[config.mk]
export PLATFORM = sky130hd
export DESIGN_NAME = unidad_control_multiciclo
export DESIGN_NICKNAME = d
export VERILOG_FILES = /design/src/rtl/unidad_control_multiciclo_pkg.sv /design/src/rtl/unidad_control_multiciclo_decodificador_alu.sv /design/src/rtl/unidad_control_multiciclo.sv
export SDC_FILE = /design/constraint.sdc
export NUM_CORES = 1
export LEC_CHECK = 0
export BUFFER_PORTS_ARGS = -buffer_cell sky130_fd_sc_hd__buf_2
export CAP_MARGIN = 20
export CORE_AREA = 4 4 86 64
export DETAILED_ROUTE_END_ITERATION = 10
export DIE_AREA = 0 0 90 68
export GPL_TIMING_DRIVEN = 0
export PLACE_DENSITY = 0.8
export SLEW_MARGIN = 20
export SYNTH_ARGS = -nofsm -noshare
export SYNTH_HDL_FRONTEND = slang
export SYNTH_SLANG_ARGS = --single-unit
[constraint.sdc]
create_clock -name clk -period 7.3 [get_ports clk]
set_clock_uncertainty 0.15 [all_clocks]
set_input_delay 0 -clock clk [delete_from_list [all_inputs] [get_ports clk]]
set_output_delay 0 -clock clk [all_outputs]
set_load 0.005 [all_outputs]
[src/rtl/unidad_control_multiciclo_pkg.sv]
`default_nettype none
// ============================================================================
// unidad_control_multiciclo_pkg
// Shared encodings for the multicycle RV32I control unit and its datapath.
// Revision: 1.0
// ============================================================================
package unidad_control_multiciclo_pkg;

  typedef enum logic [3:0] {
    S_FETCH    = 4'd0,
    S_DECODE   = 4'd1,
    S_MEMADR   = 4'd2,
    S_MEMREAD  = 4'd3,
    S_MEMWB    = 4'd4,
    S_MEMWRITE = 4'd5,
    S_EXECR    = 4'd6,
    S_EXECI    = 4'd7,
    S_ALUWB    = 4'd8,
    S_BEQ      = 4'd9,
    S_JAL      = 4'd10
  } state_t;

  localparam logic [6:0] OP_LW  = 7'b0000011;
  localparam logic [6:0] OP_SW  = 7'b0100011;
  localparam logic [6:0] OP_R   = 7'b0110011;
  localparam logic [6:0] OP_I   = 7'b0010011;
  localparam logic [6:0] OP_BEQ = 7'b1100011;
  localparam logic [6:0] OP_JAL = 7'b1101111;

  localparam logic [2:0] ALU_ADD = 3'b000;
  localparam logic [2:0] ALU_SUB = 3'b001;
  localparam logic [2:0] ALU_AND = 3'b010;
  localparam logic [2:0] ALU_OR  = 3'b011;
  localparam logic [2:0] ALU_SLT = 3'b101;

  localparam logic [1:0] ALUOP_ADD   = 2'b00;
  localparam logic [1:0] ALUOP_SUB   = 2'b01;
  localparam logic [1:0] ALUOP_FUNCT = 2'b10;

  localparam logic [1:0] INM_I = 2'b00;
  localparam logic [1:0] INM_S = 2'b01;
  localparam logic [1:0] INM_B = 2'b10;
  localparam logic [1:0] INM_J = 2'b11;

  localparam logic [1:0] RES_ALUREG = 2'b00;
  localparam logic [1:0] RES_MEM    = 2'b01;
  localparam logic [1:0] RES_ALU    = 2'b10;

  localparam logic [1:0] SRCA_PC    = 2'b00;
  localparam logic [1:0] SRCA_OLDPC = 2'b01;
  localparam logic [1:0] SRCA_RD1   = 2'b10;

  localparam logic [1:0] SRCB_RD2  = 2'b00;
  localparam logic [1:0] SRCB_IMM  = 2'b01;
  localparam logic [1:0] SRCB_FOUR = 2'b10;

  function automatic logic [1:0] inm_src_of(input logic [6:0] opcode);
    case (opcode)
      OP_SW:   return INM_S;
      OP_BEQ:  return INM_B;
      OP_JAL:  return INM_J;
      default: return INM_I;
    endcase
  endfunction

endpackage
`default_nettype wire

[src/rtl/unidad_control_multiciclo_decodificador_alu.sv]
`default_nettype none
// ============================================================================
// decodificador_alu
// Maps the FSM's coarse ALU request plus funct fields to an ALU operation.
// Revision: 1.0
// ============================================================================
module decodificador_alu
  import unidad_control_multiciclo_pkg::*;
(
  input  logic [1:0] aluOp,
  input  logic [2:0] funct3,
  input  logic       f7b5,
  input  logic       op5,
  output logic [2:0] aluControl
);

  always_comb begin
    aluControl = ALU_ADD;
    case (aluOp)
      ALUOP_SUB:   aluControl = ALU_SUB;
      ALUOP_FUNCT: begin
        case (funct3)
          // Only R-type may subtract; addi with imm bit 10 set must still add.
          3'b000:  aluControl = (op5 && f7b5) ? ALU_SUB : ALU_ADD;
          3'b010:  aluControl = ALU_SLT;
          3'b110:  aluControl = ALU_OR;
          3'b111:  aluControl = ALU_AND;
          default: aluControl = ALU_ADD;
        endcase
      end
      default:     aluControl = ALU_ADD;
    endcase
  end

endmodule
`default_nettype wire

[src/rtl/unidad_control_multiciclo.sv]
`default_nettype none
// ============================================================================
// unidad_control_multiciclo
// Multicycle RV32I control FSM with a retired-instruction counter.
// Revision: 1.0
// ============================================================================
module unidad_control_multiciclo
  import unidad_control_multiciclo_pkg::*;
(
  input  logic        clk,
  input  logic        rst,
  input  logic [31:0] inst,
  input  logic        zero,
  output logic        pcWrite,
  output logic        adrSrc,
  output logic        memWrite,
  output logic        irWrite,
  output logic        regWrite,
  output logic [1:0]  resultSrc,
  output logic [1:0]  aluSrcA,
  output logic [1:0]  aluSrcB,
  output logic [2:0]  aluControl,
  output logic [1:0]  inmSrc,
  output logic        illegal,
  output logic [31:0] instret
);

  state_t      state_q, state_d;
  logic [31:0] instret_q, instret_d;
  logic        pc_update, branch, retire;
  logic [1:0]  alu_op;
  logic [6:0]  opcode;
  logic        unused_inst;

  assign opcode      = inst[6:0];
  assign unused_inst = ^{inst[31], inst[29:15], inst[11:7]};

  always_ff @(posedge clk) begin
    if (rst) begin
      state_q   <= S_FETCH;
      instret_q <= '0;
    end else begin
      state_q   <= state_d;
      instret_q <= instret_d;
    end
  end

  always_comb begin
    state_d   = state_q;
    pc_update = 1'b0;
    branch    = 1'b0;
    retire    = 1'b0;
    adrSrc    = 1'b0;
    memWrite  = 1'b0;
    irWrite   = 1'b0;
    regWrite  = 1'b0;
    illegal   = 1'b0;
    resultSrc = RES_ALUREG;
    aluSrcA   = SRCA_PC;
    aluSrcB   = SRCB_RD2;
    alu_op    = ALUOP_ADD;

    case (state_q)
      S_FETCH: begin
        irWrite   = 1'b1;
        aluSrcB   = SRCB_FOUR;
        resultSrc = RES_ALU;
        pc_update = 1'b1;
        state_d   = S_DECODE;
      end
      S_DECODE: begin
        aluSrcA = SRCA_OLDPC;
        aluSrcB = SRCB_IMM;
        case (opcode)
          OP_LW, OP_SW: state_d = S_MEMADR;
          OP_R:         state_d = S_EXECR;
          OP_I:         state_d = S_EXECI;
          OP_BEQ:       state_d = S_BEQ;
          OP_JAL:       state_d = S_JAL;
          default: begin
            illegal = 1'b1;
            state_d = S_FETCH;
          end
        endcase
      end
      S_MEMADR: begin
        aluSrcA = SRCA_RD1;
        aluSrcB = SRCB_IMM;
        state_d = (opcode == OP_LW) ? S_MEMREAD : S_MEMWRITE;
      end
      S_MEMREAD: begin
        adrSrc  = 1'b1;
        state_d = S_MEMWB;
      end
      S_MEMWB: begin
        resultSrc = RES_MEM;
        regWrite  = 1'b1;
        retire    = 1'b1;
        state_d   = S_FETCH;
      end
      S_MEMWRITE: begin
        adrSrc   = 1'b1;
        memWrite = 1'b1;
        retire   = 1'b1;
        state_d  = S_FETCH;
      end
      S_EXECR: begin
        aluSrcA = SRCA_RD1;
        alu_op  = ALUOP_FUNCT;
        state_d = S_ALUWB;
      end
      S_EXECI: begin
        aluSrcA = SRCA_RD1;
        aluSrcB = SRCB_IMM;
        alu_op  = ALUOP_FUNCT;
        state_d = S_ALUWB;
      end
      S_ALUWB: begin
        regWrite = 1'b1;
        retire   = 1'b1;
        state_d  = S_FETCH;
      end
      S_BEQ: begin
        aluSrcA = SRCA_RD1;
        alu_op  = ALUOP_SUB;
        branch  = 1'b1;
        retire  = 1'b1;
        state_d = S_FETCH;
      end
      S_JAL: begin
        aluSrcA   = SRCA_OLDPC;
        aluSrcB   = SRCB_FOUR;
        pc_update = 1'b1;
        state_d   = S_ALUWB;
      end
      default: state_d = S_FETCH;
    endcase

    // Reset shows FETCH selects but suppresses every write and the retire.
    if (rst) begin
      state_d   = S_FETCH;
      pc_update = 1'b0;
      branch    = 1'b0;
      retire    = 1'b0;
      adrSrc    = 1'b0;
      memWrite  = 1'b0;
      irWrite   = 1'b0;
      regWrite  = 1'b0;
      illegal   = 1'b0;
      resultSrc = RES_ALU;
      aluSrcA   = SRCA_PC;
      aluSrcB   = SRCB_FOUR;
      alu_op    = ALUOP_ADD;
    end
  end

  assign instret_d = instret_q + {31'd0, retire};
  assign instret   = instret_q;
  assign pcWrite   = pc_update | (branch & zero);
  assign inmSrc    = inm_src_of(opcode);

  decodificador_alu u_decodificador_alu (
    .aluOp      (alu_op),
    .funct3     (inst[14:12]),
    .f7b5       (inst[30]),
    .op5        (opcode[5]),
    .aluControl (aluControl)
  );

endmodule
`default_nettype wire

==> metrics, run 1 <==
status finished clean; CP Class reg2reg; drt initial violations 92; critical path endpoint category flop; max_slew headroom between 60% and 70%; GP Congestion approximately 0.87; Synth Flop Type dfxtp_1; Die X ~90 um; Initial Utilization ~44%; Slowest-stage cell, CP or4_1; I/O Buffers 62; TritonCTS clock tree built; Power per Cell Area roughly 150 nW/um2; CP required roughly 7.3 ns; warnings from Yosys 0; maxcap violations 0; Final WS setup 3.883 ns; Post-DP HPWL 4140 um; ANT cells 0; Fillers approximately 450; Final Cell Area approximately 2600 um2; core area approximately 4700 um2; antenna viol nets, final 0; Pleak between 1 and 1.5 nW; Clk Latency, worst-skew pair between 0.2 and 0.3 ns; sequential share of the synthesized area a little over a third; num rows 21; Max Clk Rate about 0.3 GHz; H-tree depth 2; Worst EP arrival between 3 and 4 ns; Final period util 46.81%; Cell variety after synth a little over 40; drt total wl between 5000 and 6000 um; syn nets about 300; worst path cell trace clkbuf_1 > clkbuf_1 > nor3_1 > ha_1 > ha_1 > nand3_1 > or4_1 > clkbuf_1 > nor4_1 > mux2_2; Final Power 401.4 uW; slowest stage delay, CP around 0.52 ns; largest fanout on the critical path 10; vias in the first global route 2069; crit-path most repeated cell clkbuf_1; worst hold path class in2reg; first-pass GRT wire length ~9500 um; initial antenna violation count 0; Total GRT Usage 19.42%; register bit total from synthesis 36; Startpoint Class flop; Avg WL per Cell approximately 15 um; Via Count 2277; min Tclk post-route ~3.4 ns; largest net degree at the start of global routing 13; final hold violation count 0; CTS Buffer Depth 2; vias per cell between 5 and 6; Max VDD drop approximately 0.07 mV; setup violators final 0; Nets 378; Chip Height 68 um; top-level I/O count between 80 and 90; pins over their slew limit 0; ys async rst share 0%; RSZ-0062 raised after global routing false; post-CTS resize count 0; Layout area overhead 27.34%; Cell Area, Synth roughly 2100 um2; Fin Setup TNS 0 ns; placed inst area 2441 um2; die area roughly 6000 um2; clock-pin slew on the worst setup and hold paths approximately 0.06 ns; layout cells sized above 1 between 20% and 30%; DR pass1 iterations 5; number of synthesized flops with an enable pin 0; Sink Count 36; total congestion overflow 0; clock buffer count from CTS 5; syn_area_per_cell around 8 um2; # DRC 0; worst-margin pin slew around 0.5 ns; Post-Synthesis Cells 263; Setup Slack @ Placement 3.900 ns; root buf cell clkbuf_8
## worst max-delay path, delay by kind of cell (launching register included)
kind,cells,cell delay (ns)
fa+ha+maj,2,0.45
buf+inv,3,0.76
flops,1,0.32
mux,1,0.37
simple gates,4,1.26
## routing by layer
metal / wire [um] / global-route usage, % / vias up
met3: 320 / 4.505 / 9
met2: 2681 / 32.56 / 81
met4: 85 / 7.824 / 0
li1: - / - / 1110
met5: 0 / 0 / -
met1: 2726 / 24.67 / 1077
## cells in the mapped netlist, drive strengths merged, types with 3 or more instances
cell	n	share of area, %
dfxtp	36	35
a21oi	26	6.3
nand2	21	3.8
nor2	19	3.5
or4	19	7.0
nand3	14	3.6
o31ai	14	5.1
inv	12	2.2
nor3	11	2.7
clkbuf	9	1.6
o21ai	9	2.2
xnor2	9	3.8
buf	8	2.0
nand4	6	2.1
nor4	6	1.8
or3	6	1.8
nor2b	5	1.5
xor2	5	2.1
ha	4	2.4
mux2	3	1.6
## cells by family after synthesis
| group | after synthesis | share of synthesized area, % |
|---|---|---|
| simple gates | 122 | 33.29 |
| xor+xnor | 14 | 5.954 |
| buf+inv | 29 | 5.832 |
| flops | 36 | 34.99 |
| mux | 3 | 1.640 |
| fa+ha+maj | 4 | 2.430 |
| compound gates | 55 | 15.86 |
## worst paths after layout
kind | slack [ns] | cells after the start | endpoint | startpoint
max | 3.88 | 10 | instret[22] | state_q[1]
min | 0.05 | 4 | state_q[1] | inst[5]
max reg2reg | 3.88 | 10 | instret[22] | state_q[1]
min reg2reg | 0.36 | 2 | instret[30] | instret[30]
## report_power, final
| group | internal [mW] | leakage [nW] | switching, mW |
|---|---|---|---|
| Clock | 0.101 | 0.0541 | 0.0749 |
| Combinational | 0.0118 | 0.684 | 0.0167 |
| Sequential | 0.197 | 0.290 | 0.000159 |
## per-stage QoR
step / util, % / std cells / hold slack, ns
after global routing: 56.39 / 397 / 0.07488
after global placement: 52.49 / 382 / 0.08830
final: 56.39 / 397 / 0.04770
after detailed placement: 52.49 / 382 / 0.09025
after floorplan: - / 263 / -0.1158
after CTS: 56.39 / 397 / 0.03229
## cell type report
type / instances / area, um2 / area share (%)
Sequential cell: 36 / 720.7 / 27.48
Clock buffer: 5 / 68.82 / 2.624
Inverter: 12 / 45.04 / 1.718
Multi-Input combinational cell: 198 / 1219 / 46.47
Buffer: 17 / 75.07 / 2.863
Tap cell: 57 / 71.32 / 2.719
Timing Repair Buffer: 69 / 380.4 / 14.50
Clock inverter: 3 / 42.54 / 1.622
## registers in the layout (all words and copies together) (netlist names)
register	cells
instret	32
state_q	4
## placed cells by master, fill, tap and decap left out, types with 6 or more instances in the layout
master / n
buf_2: 65
dfxtp_1: 36
a21oi_1: 26
nand2_1: 21
nor2_1: 19
or4_1: 18
o31ai_1: 14
nand3_1: 13
inv_1: 12
nor3_1: 11
clkbuf_1: 9
xnor2_1: 9
o21ai_0: 9
dlygate4sd3_1: 7
or3_1: 6
nor4_1: 6
## what timing repair did
action / 4_1_cts / 5_1_grt
setup endpoints to repair: 0 / 0
hold buffers: 7 / 0
setup buffers: 0 / 0
endpoints found under the hold margin: 5 / 0
Power figures use the tool's default switching activity.
==> inputs of run 2 (changes only) <==
CORE_AREA = 4 4 88 65   (was 4 4 86 64)
DIE_AREA = 0 0 92 69   (was 0 0 90 68)
clock period = 3 ns   (was 7.3 ns; I/O delays follow)
==> run 2 against run 1 <==
  * Flip-flop and latch count unchanged
  * Fmax up 21%
  * Routed wire length down 6.1%
  * Critical path type unchanged
  * Via count down 3.1%
  * Total power rose to 2.5 times the previous value
  * Worst setup slack worse by 3.7 ns
  * Sequential share of layout area down 0.30 points
  * Highest routed layer unchanged
  * Combinational power up 140%
  * Critical endpoint is now instret[14]
  * Cell count up 1.5%
  * Die area up 3.7%
==> metrics, run 2 (synthesis gave the netlist of run 1 again) <==
critical path endpoint category flop (unchanged); vias in the first global route 1968 (was 2069); Power per Cell Area 382.2 nW/um2 (was 153.1 nW/um2); RSZ-0062 raised after global routing true (was false); layout cells sized above 1 27.84% (was 24.71%); root buf cell clkbuf_8 (unchanged); drt initial violations 148 (was 92); Final Power 1.019 mW (was 401.4 uW); Clk Latency, worst-skew pair 0.29 ns (about the same); Chip Height 69 um (was 68 um); antenna viol nets, final 0 (unchanged); Via Count 2207 (was 2277); final hold violation count 0 (unchanged); net switching share of the total power 21.40% (was 22.87%); core area 4782 um2 (was 4651 um2); clock-pin slew on the worst setup and hold paths 0.07 ns (was 0.06 ns); reg2reg setup slack 0.17 ns (was 3.88 ns); CP required 3.06 ns (was 7.32 ns); Total GRT Usage 17.18% (was 19.42%); first-pass GRT wire length 9128 um (was 9549 um); Layout area overhead 29.40% (was 27.34%); top-level I/O count 84 (unchanged); Die X 92 um (was 90 um); Fin Setup TNS 0 ns (unchanged); Max VDD drop 0.2237 mV (was 0.07115 mV); Pleak 1.038 nW (was 1.029 nW); fin util 55.73% (was 56.39%); vias per cell 5.476 (was 5.736); Post-DP HPWL 4012 um (was 4140 um); worst hold path class in2reg (unchanged); I/O Buffers 62 (unchanged); total congestion overflow 0 (unchanged); maxcap violations 0 (unchanged); Setup Slack @ Placement -0.4100 ns (was 3.900 ns); CTS Buffer Depth 2 (unchanged); Avg WL per Cell 13.54 um (was 14.64 um); Int Pwr 800.5 uW (was 309.6 uW); Nets 372 (was 378); Switching Power 218.0 uW (was 91.80 uW); Gate power share 6.7% (was 7.1%); GP Congestion 0.8833 (was 0.8668); DR pass1 iterations 4 (was 5); GRT Max-Usage Layer met2 (unchanged); largest net degree at the start of global routing 22 (was 13); die area 6348 um2 (was 6120 um2); pins over their slew limit 0 (unchanged); initial antenna violation count 0 (unchanged); H-tree depth 2 (unchanged); GR Util met1 23.13% (was 24.67%); largest fanout on the critical path 10 (unchanged); Worst EP arrival 2.89 ns (was 3.44 ns); drt total wl 5456 um (was 5813 um); met2 Usage GRT 27.18% (was 32.56%); met3 Usage GRT 4.891% (was 4.505%); max_slew headroom 66.44% (about the same); number of flip-flops under the largest register name 32 (unchanged); status finished clean (unchanged); CP Class reg2reg (unchanged); clock group share of total power 46.2% (was 43.8%); worst-margin pin slew 0.4996 ns (was 0.5034 ns); setup violators final 0 (unchanged); Sink Count 36 (unchanged); ANT cells 0 (unchanged); TritonCTS clock tree built (unchanged); FF-to-FF path depth 10 (unchanged); min Tclk post-route 2.826 ns (was 3.417 ns); most common cell after layout, fill and taps aside buf_2 (unchanged); Initial Utilization 43.07% (was 44.28%); Sequential Power Share 47.1% (was 49.0%); Startpoint Class flop (unchanged); # DRC 0 (unchanged); Hold Path Stages 4 (unchanged); num rows 21 (unchanged); Max Clk Rate 0.3538 GHz (was 0.2926 GHz); clock buffer count from CTS 5 (unchanged); Final period util 94.21% (was 46.81%); most frequent cells in the layout buf_2 (64), dfxtp_1 (33), a21oi_1 (26) (was buf_2 (65), dfxtp_1 (36), a21oi_1 (26)); Final WS setup 0.1737 ns (was 3.883 ns); Post-CTS Setup Bufs 0 (unchanged)
## run 2: cell types whose count changed in the layout (fill, tap and decap cells not counted), moves of 2 or more
cell      before  now
ha_1           4    2
dfxtp_1       36   33
or4_1         18   16
clkbuf_1       9    3
ha_2           0    2
dfxtp_2        0    3
or4_4          0    2
clkbuf_8       5    8
## run 2: area by class of cell
class                   instances  area (um2)
well taps                      69       86.33
flip-flops and latches         36       724.4
multi-input cells             198        1237
repair buffers                 69       380.4
fillers                       449        2117
inverters                      12       45.04
plain buffers                  11       65.06
clock buffers                   7       96.34
clock inverters                 1       30.03
## run 2: worst paths after layout
check                                   end         from
worst min-delay path             state_q[1]      inst[5]
worst max register to register  instret[14]   state_q[3]
worst min register to register  instret[30]  instret[30]
worst max-delay path            instret[14]   state_q[3]
## run 2: power groups by stage
stage               registers [mW]  clock network (mW)  logic, mW
floorplan                    0.490                   0     0.0348
global placement             0.490                   0     0.0619
detailed placement           0.490                   0     0.0631
CTS                          0.480               0.477     0.0675
global route                 0.480               0.503     0.0756
finish                       0.480               0.471     0.0681
## run 2: repair_timing
action / in CTS / in global routing
setup endpoints to repair: 20 / 19
gates cloned: 0 / 0
resized for setup: 7 / 4
pin swaps: 0 / 1
endpoints found under the hold margin: 5 / 0
hold buffers: 7 / 0
## run 2: stage by stage
step                      std cells  area, um2  hold slack [ns]
final                           403       2665          0.01181
after global routing            403       2665          0.03033
after CTS                       405       2664          0.01545
after detailed placement        394       2457          0.09544
after global placement          394       2457          0.09460
after floorplan                 263       2061          -0.1158
## run 2: critical path, cell delays in order, from the launching register on
cell	delay (ns)
dfxtp_2	0.35
clkbuf_8	0.16
xnor2_1	0.14
nor3_1	0.16
ha_2	0.23
ha_2	0.22
nand3_1	0.12
or4_4	0.51
buf_4	0.21
or3_1	0.34
a21oi_1	0.15
## run 2: per-layer routing
layer / routed length, um / share of wire (%)
met5: 0 / 0
met4: 48 / 0.88
met3: 318 / 5.8
met2: 2518 / 46
met1: 2572 / 47
==> inputs of run 3 (changes only) <==
CORE_AREA = 4 4 91 68   (was 4 4 88 65)
DIE_AREA = 0 0 95 72   (was 0 0 92 69)
PLACE_DENSITY = 0.75   (was 0.8)
==> run 3 against run 2 <==
  * First-iteration DRC count shrank 12%
  * Non-clock buffer count stayed put
  * Register-to-register slack lost 0.03 ns
  * Count of clock-buffer cells in the layout decreased by 2
  * Core utilization decreased by 6.6 points
  * Fmax shrank 1.0%
  * Hold slack gained 0.021 ns
  * Clock power shrank 11%
  * Largest cell class unchanged
  * Sequential share of layout area increased by 0.077 points
  * Cell count increased by 1.5%
  * Routed wire length rose by 2.0%
  * Sequential power barely moved
  * Highest routed layer unchanged
==> metrics, run 3 (synthesis gave the netlist of run 1 again) <==
status finished clean (unchanged); Max VDD drop 0.1897 mV (was 0.2237 mV); Chip Height 72 um (was 69 um); die area 6840 um2 (was 6348 um2); Final Cell Area 2658 um2 (was 2665 um2); most common cell after layout, fill and taps aside buf_2 (unchanged); H-tree depth 2 (unchanged); Final period util 95.19% (was 94.21%); I/O Buffers 62 (unchanged); Pleak 1.028 nW (was 1.038 nW); Post-CTS Setup Bufs 0 (unchanged); worst hold path class in2reg (unchanged); Final Power 967.2 uW (was 1.019 mW); Power per Cell Area 364.0 nW/um2 (was 382.2 nW/um2); Startpoint Class flop (unchanged); setup violators final 0 (unchanged); clock buffer count from CTS 5 (unchanged); drt total wl 5563 um (was 5456 um); initial antenna violation count 0 (unchanged); Worst EP arrival 2.88 ns (was 2.89 ns); CP required 3.02 ns (was 3.06 ns); final hold violation count 0 (unchanged); RSZ-0062 raised after global routing false (was true); Initial Utilization 38.07% (was 43.07%); vias in the first global route 1983 (was 1968); Total GRT Usage 16.46% (was 17.18%); Avg WL per Cell 13.60 um (was 13.54 um); first-pass GRT wire length 9183 um (was 9128 um); Post-DP HPWL 4114 um (was 4012 um); multi-input logic area 1237 um2 (unchanged); largest fanout on the critical path 10 (unchanged); # DRC 0 (unchanged); Max Clk Rate 0.3502 GHz (was 0.3538 GHz); met2 Usage GRT 28.20% (was 27.18%); most frequent cells in the layout buf_2 (64), dfxtp_1 (33), a21oi_1 (26) (unchanged); root buf cell clkbuf_8 (unchanged); total congestion overflow 0 (unchanged); maxcap violations 0 (unchanged); fin util 49.12% (was 55.73%); GRT Max-Usage Layer met2 (unchanged); Final WS setup 0.1442 ns (was 0.1737 ns); largest net degree at the start of global routing 22 (unchanged); DR pass1 iterations 4 (unchanged); fin cells 409 (was 403); met3 Usage GRT 3.731% (was 4.891%); critical path endpoint category flop (unchanged); CP Class reg2reg (unchanged); clock-pin slew on the worst setup and hold paths 0.07 ns (about the same); GR Util met1 20.95% (was 23.13%); drt initial violations 130 (was 148); pins over their slew limit 0 (unchanged); dpl cells 400 (was 394); CTS Buffer Depth 2 (unchanged); Die X 95 um (was 92 um); placed inst area 2465 um2 (was 2457 um2); ANT cells 0 (unchanged); Layout area overhead 29.04% (was 29.40%); TritonCTS clock tree built (unchanged); num rows 23 (was 21); reg2reg setup slack 0.14 ns (was 0.17 ns); antenna viol nets, final 0 (unchanged); vias per cell 5.379 (was 5.476); worst-margin pin slew 0.5370 ns (was 0.4996 ns); Sink Count 36 (unchanged); Reg area 724.4 um2 (unchanged); Fillers 557 (was 449); max_slew headroom 63.92% (was 66.44%); layout cells sized above 1 27.84% (unchanged); Clk Latency, worst-skew pair 0.28 ns (was 0.29 ns); top-level I/O count 84 (unchanged); core area 5410 um2 (was 4782 um2); Setup Slack @ Placement -0.3999 ns (was -0.4100 ns); Nets 372 (unchanged); min Tclk post-route 2.856 ns (was 2.826 ns); Via Count 2200 (was 2207); number of flip-flops under the largest register name 32 (unchanged); GP Congestion 0.8471 (was 0.8833)
run 3: final timing paths:
| check | startpoint | to | cells past startpoint |
|---|---|---|---|
| setup / recovery | state_q[3] | instret[22] | 9 |
| hold / removal | inst[5] | state_q[1] | 4 |
| setup reg to reg | state_q[3] | instret[22] | 9 |
| hold reg to reg | instret[29] | instret[29] | 2 |
run 3: worst max-delay path, cell delays in order (launching register included):
cell and delay [ns]:
dfxtp_2 0.35, clkbuf_8 0.17, xnor2_1 0.14, nor3_1 0.16, ha_2 0.23, ha_2 0.22
nand3_1 0.13, or4_4 0.51, nor4_2 0.32, mux2_2 0.36
run 3: cell type report:
type / count / area share (%)
plain buffers: 11 / 2.448
clock buffers: 5 / 2.589
clock inverters: 3 / 1.601
inverters: 12 / 1.695
multi-input cells: 198 / 46.56
flip-flops and latches: 36 / 27.26
well taps: 75 / 3.531
repair buffers: 69 / 14.31
run 3: layer usage:
metal  part of all wire [%]  wire length [um]
met1                     45              2502
met2                     50              2761
met3                    5.2               292
met4                   0.13                 7
met5                      0                 0
run 3: repair_timing:
item,in CTS,in global routing
gates resized for setup,7,5
setup endpoints to repair,19,15
pin swaps,0,1
hold endpoints to repair,5,0
hold buffers,7,0
run 3: power breakdown:
part	switching [mW]	internal, mW
combinational	0.0401	0.0285
clock	0.173	0.246
sequential	0.000938	0.479
run 3: metrics by stage:
stage                     setup TNS (ns)  hold WS (ns)
after floorplan                        0       -0.1158
after global placement            -2.773       0.08765
after detailed placement          -3.340        0.1048
after CTS                              0       0.03091
after global routing                   0       0.07434
final                                  0       0.03232
